**config.mk**
```make
export PLATFORM = sky130hd
export DESIGN_NAME = uart_rx_axis
export DESIGN_NICKNAME = d
export VERILOG_FILES = /design/src/rtl/uart_rx_axis.sv
export SDC_FILE = /design/constraint.sdc
export NUM_CORES = 1
export LEC_CHECK = 0
export CAP_MARGIN = 40
export CORE_UTILIZATION = 57
export DETAILED_ROUTE_END_ITERATION = 7
export DONT_BUFFER_PORTS = 1
export PLACE_DENSITY = 0.75
export SETUP_SLACK_MARGIN = 0.4
export SLEW_MARGIN = 0
export SYNTH_ARGS = -nofsm -noshare
export SYNTH_HDL_FRONTEND = slang
export SYNTH_SLANG_ARGS = --single-unit
```
**constraint.sdc**
```tcl
create_clock -name clk -period 2.4 [get_ports clk]
set_input_delay 0.48 -clock clk [delete_from_list [all_inputs] [get_ports clk]]
set_output_delay 0.48 -clock clk [all_outputs]
set_load 0.01 [all_outputs]
```
**src/rtl/uart_rx_axis.sv**
```systemverilog
// uart_rx_axis: 8N1 UART receiver with an AXI-Stream master output.
// rxd is synchronised, oversampled at 8*prescale clk per bit, sampled mid-bit,
// and each completed byte is held on m_axis_* until the consumer accepts it.
// Framing and overrun errors are reported as single-cycle pulses.
module uart_rx_axis #(
  parameter int DATA_WIDTH = 8
) (
  input  logic                  clk,
  input  logic                  rst,
  input  logic                  rxd,
  input  logic [15:0]           prescale,
  output logic [DATA_WIDTH-1:0] m_axis_tdata,
  output logic                  m_axis_tvalid,
  input  logic                  m_axis_tready,
  output logic                  busy,
  output logic                  overrun_error,
  output logic                  frame_error
);

  // Counter must hold 8*65535-1.
  localparam int CW = 19;
  localparam int IW = (DATA_WIDTH > 1) ? $clog2(DATA_WIDTH) : 1;

  typedef enum logic [2:0] {
    S_IDLE,
    S_START,
    S_DATA,
    S_STOP,
    S_BREAK
  } state_t;

  logic                  rxs_meta;
  logic                  rxs;
  state_t                state_q, state_d;
  logic [CW-1:0]         cnt_q, cnt_d;
  logic [IW-1:0]         bit_idx_q, bit_idx_d;
  logic [DATA_WIDTH-1:0] shreg_q, shreg_d;
  logic [15:0]           presc_q, presc_d;
  logic                  load_byte;
  logic                  frame_err_d;

  logic [15:0]           presc_eff;
  logic [CW-1:0]         half_len;
  logic [CW-1:0]         bit_len;
  logic [DATA_WIDTH:0]   shift_tmp;

  // A prescale of zero would never advance; treat it as one.
  assign presc_eff = (prescale == 16'd0) ? 16'd1 : prescale;
  // Half a bit, minus one, so the start bit is checked at its centre.
  assign half_len  = {1'b0, presc_eff, 2'b00} - CW'(1);
  assign bit_len   = {presc_q, 3'b000};
  assign shift_tmp = {rxs, shreg_q};
  assign busy      = (state_q != S_IDLE);

  // Two-flop synchroniser for the asynchronous serial input; idles high.
  always_ff @(posedge clk) begin
    // NOTE: clocked state uses non-blocking assignments so every flop samples
    // pre-edge values; blocking here would collapse the synchroniser to one flop.
    if (rst) begin
      rxs_meta <= 1'b1;
      rxs      <= 1'b1;
    end else begin
      rxs_meta <= rxd;
      rxs      <= rxs_meta;
    end
  end

  // Receiver state and datapath registers.
  always_ff @(posedge clk) begin
    if (rst) begin
      state_q   <= S_IDLE;
      cnt_q     <= '0;
      bit_idx_q <= '0;
      shreg_q   <= '0;
      presc_q   <= 16'd1;
    end else begin
      state_q   <= state_d;
      cnt_q     <= cnt_d;
      bit_idx_q <= bit_idx_d;
      shreg_q   <= shreg_d;
      presc_q   <= presc_d;
    end
  end

  // Next-state logic: bit timing, sampling and frame validation.
  always_comb begin
    // NOTE: every output of this block gets a default first; a path that
    // leaves one unassigned would infer a latch.
    state_d     = state_q;
    cnt_d       = cnt_q;
    bit_idx_d   = bit_idx_q;
    shreg_d     = shreg_q;
    presc_d     = presc_q;
    load_byte   = 1'b0;
    frame_err_d = 1'b0;

    unique case (state_q)
      S_IDLE: begin
        if (!rxs) begin
          state_d = S_START;
          cnt_d   = half_len;
          presc_d = presc_eff;
        end
      end
      S_START: begin
        if (cnt_q != '0) begin
          cnt_d = cnt_q - CW'(1);
        end else if (!rxs) begin
          state_d   = S_DATA;
          cnt_d     = bit_len - CW'(1);
          bit_idx_d = '0;
        end else begin
          state_d = S_IDLE;
        end
      end
      S_DATA: begin
        if (cnt_q != '0) begin
          cnt_d = cnt_q - CW'(1);
        end else begin
          shreg_d = shift_tmp[DATA_WIDTH:1];
          cnt_d   = bit_len - CW'(1);
          if (bit_idx_q == IW'(DATA_WIDTH - 1)) begin
            state_d = S_STOP;
          end else begin
            bit_idx_d = bit_idx_q + IW'(1);
          end
        end
      end
      S_STOP: begin
        if (cnt_q != '0) begin
          cnt_d = cnt_q - CW'(1);
        end else if (rxs) begin
          load_byte = 1'b1;
          state_d   = S_IDLE;
        end else begin
          frame_err_d = 1'b1;
          state_d     = S_BREAK;
        end
      end
      S_BREAK: begin
        if (rxs) begin
          state_d = S_IDLE;
        end
      end
      default: state_d = S_IDLE;
    endcase
  end

  // Output holding register, stream handshake and error pulses.
  always_ff @(posedge clk) begin
    if (rst) begin
      m_axis_tdata  <= '0;
      m_axis_tvalid <= 1'b0;
      overrun_error <= 1'b0;
      frame_error   <= 1'b0;
    end else begin
      overrun_error <= 1'b0;
      frame_error   <= frame_err_d;
      if (load_byte) begin
        m_axis_tdata  <= shreg_q;
        m_axis_tvalid <= 1'b1;
        overrun_error <= m_axis_tvalid && !m_axis_tready;
      end else if (m_axis_tvalid && m_axis_tready) begin
        m_axis_tvalid <= 1'b0;
      end
    end
  end

endmodule

```
==> run summary <==
Layout
* fraction of layout cells with a size suffix above 1: 26.37%
* number of antenna repair diodes: 0
* non-filler cells, final: 549
* Layout area overhead: 25.96%
* Final nets: 495
* fraction of the core area covered by cells at the end of the flow: 74.92%

Synthesis
* distinct cell type count after synthesis: 54
* top cells by instance count after synthesis: sky130_fd_sc_hd__dfxtp_1, sky130_fd_sc_hd__nand2_1, sky130_fd_sc_hd__nor2_1
* number of synthesized flops with an enable pin: 0
* most frequently used flop master after synthesis: sky130_fd_sc_hd__dfxtp_1
* ys async rst share: 0%
* cell count after synthesis: 442
* sequential area share after synthesis: 35.04%
* Post-Syn Area per Cell: 8.014 um^2
* flops & latches, synth: 62
* Synth top area share: 35.04%
* yosys warns: 0
* Synth Cell Area: 3542 um^2
* top post-synthesis cells by area: sky130_fd_sc_hd__dfxtp_1, sky130_fd_sc_hd__nand2_1, sky130_fd_sc_hd__a21oi_1
* Post-Syn Nets: 468
* library cell with the largest summed area after synthesis: sky130_fd_sc_hd__dfxtp_1
* most instantiated library cell after synthesis: sky130_fd_sc_hd__dfxtp_1

Critical path
* number of cells on the worst reg-to-reg path: 7
* sequence of cells on the critical path: or4_4, nor2_8, nand2_8, o21ai_2, buf_4, a21oi_1, o32ai_1
* Crit. End Element: flip-flop
* CP startpoint kind: flip-flop
* Reg2Reg Capture Point: cnt_q[11]
* maximum fanout encountered on the critical timing path: 7
* type of the setup path with the least slack: flip-flop to flip-flop
* Crit path arrival time: 2390 ps
* startpoint of the worst register-to-register path: cnt_q[4]
* crit path max-delay cell type: sky130_fd_sc_hd__or4_4
* Worst Path Required: 2630 ps
* Max stage delay on crit path: 610 ps
* setup slack, reg-to-reg: 240 ps

STA
* RSZ-0062 raised after global routing: yes
* Max Transition Viols Final: 0
* Final period util: 90.08%
* worst-margin pin slew: 426.3 ps
* number of setup violations in the final report: 0
* Final Critical Period: 2162 ps
* Fin Setup TNS: 0 ps
* maximum achievable frequency: 0.4626 GHz
* worst rel slew slack: 71.28%
* hold slack: 186.5 ps
* Final Hold Violating Endpoints: 0
* clock tree skew after final layout: 9.258 ps

Global routing
* antenna violations before repair: 0
* pin count of the biggest net entering global routing: 64
* overall routing resource usage: 31.42%
* first-pass GRT wire length: 15460 um
* via count of the first global-routing pass: 3160
* sum of overflow across all layers after global routing: 0

Route
* detailed-route vias per instance: 6.587
* first-iteration detailed-routing DRC count: 427
* count of nets left with antenna violations after detail routing: 0
* total length of routed wires: 10520 um
* Initial DRT Pass Iterations: 5
* drc violations: 0
* routed length per placed instance: 19.15 um
* number of vias in the routed layout: 3616

Flow run
* number of max-capacitance violations reported: 0

Clock network
* clock latency reported for the late side of the worst-skew pair: 360 ps
* hold buffer count at cts: 0
* CTS buffer count: 9
* clock edge transition at the registers on the reported setup and hold paths: 80 ps
* worst-case clock buffer depth: 2
* clock tree from TritonCTS: done
* CTS root buffer: sky130_fd_sc_hd__clkbuf_8
* clk sinks: 62
* number of H-tree branching levels: 3

Place
* count of buffers inserted at the top-level ports: 0
* estimated wirelength of the detail-placed design: 6621 um
* post-placement cell count: 519
* RePlAce Congestion: 0.9141

Pwr
* areal power density over the cells: 630.3 nW/um^2
* maximum vdd ir drop: 0.3934 mV
* leakage power figure: 1.649 nW

Outcome
* run status: completed

Floorplanning
* area of the die: 6533 um^2
* starting density of the core: 59.47%
* area of the core: 5956 um^2
* number of top-level design ports: 32
* vertical extent of the die: 80.83 um
* standard-cell row count: 28
* horizontal die dimension: 80.83 um

Hold path
* HP Start: rst
* capture endpoint of the worst hold path: m_axis_tdata[2]
* Hold Path Depth: 1
* type of the tightest min-delay check: primary input to flip-flop

power breakdown:
group          switching (mW)  internal, mW  total (mW)
Combinational           0.382         0.317       0.699
Clock                   0.486         0.492       0.978
Sequential             0.0663          1.07        1.13
layout make-up:
cell class	instances	area, um^2
Sequential cell	62	1252
Multi-Input combinational cell	345	2517
Fill cell	430	1494
Clock inverter	7	80.08
Timing Repair Buffer	41	351.6
Clock buffer	9	123.9
Tap cell	75	93.84
Inverter	10	42.54
routing by layer:
layer	track usage (%)	vias up	wire length, um
li1	-	1672	-
met2	46.97	187	4909
met3	8.427	49	901
met4	13.75	0	364
met1	42.20	1708	4339
met5	0	-	0
sequential cells by signal, indices dropped and copies added, names as in the netlist:
| register | count |
|---|---|
| cnt_q | 19 |
| presc_q | 16 |
| m_axis_tdata | 8 |
| shreg_q | 8 |
| bit_idx_q | 3 |
| state_q | 3 |
| frame_error | 1 |
| m_axis_tvalid | 1 |
| overrun_error | 1 |
| rxs | 1 |
| rxs_meta | 1 |
worst max-delay path by stage:
stage                  from            to  depth (start not counted)
2_1_floorplan   prescale[2]     cnt_q[16]                         11
3_3_place_gp    prescale[2]     cnt_q[17]                          7
3_5_place_dp   prescale[13]     cnt_q[12]                         10
4_1_cts            cnt_q[4]  bit_idx_q[0]                          6
5_1_grt            cnt_q[0]     cnt_q[11]                          9
6_report           cnt_q[4]     cnt_q[11]                          7
what timing repair did:
action / 4_1_cts / 5_1_grt
gates resized for setup: 22 / 56
pin swaps: 8 / 21
endpoints found under the hold margin: 0 / 0
buffers inserted: 6 / 8
endpoints found under the setup margin: 29 / 40
cell families (layout without fill, tap and decap cells):
family                   Yosys count  in the layout  synth area share (%)
adder cells (fa/ha/maj)            6              6                 2.119
AND/OR/NAND/NOR                  189            189                 27.69
multiplexers                      17             17                 4.804
buffers and inverters             35             67                 3.921
flip-flops                        62             62                 35.04
XOR/XNOR                          29             29                 7.171
AO/OA/AOI/OAI                    104            104                 19.25
through the flow:
stage | setup slack (ps) | cell area [um^2] | total power [mW]
2_1_floorplan | 56.12 | 3575 | 1.526
3_3_place_gp | 54.07 | 3769 | 1.649
3_5_place_dp | -34.17 | 3769 | 1.657
4_1_cts | 364.0 | 4119 | 2.670
5_1_grt | 222.7 | 4462 | 2.903
6_report | 238.1 | 4462 | 2.812
critical path, delay by kind of cell (launching register included):
kind	cells	cell delay, ps
buf+inv	1	200
flops	1	350
compound gates	3	600
simple gates	3	870
cells in the final DEF, fill, tap and decap left out, drive strengths merged, types with 2 or more instances in the layout:
cell      netlist  layout
inv            10      13
o31ai           7       7
nor4b           2       2
a22oi           5       5
a221oi          2       2
nor3b           4       4
a311oi          7       7
nor2b           3       3
and4            2       2
a211oi          6       6
clkinvlp        0       2
clkbuf         24       9
dfxtp          62      62
o31a            3       3
nand3           9       9
o211ai          2       2
or3            10      10
o21ai          12      12
nand4           3       3
mux2i          17      17
o22ai           5       5
or4            10      10
a21oi          36      36
nor4           10      10
nor3           21      21
a31oi           6       6
ha              6       6
xnor2          12      12
nand2          50      50
nand2b          4       4
xor2           17      17
nor2           50      50
and3            3       3
buf             1      41
o32ai           5       5
or2             5       5
Power figures use the tool's default switching activity.
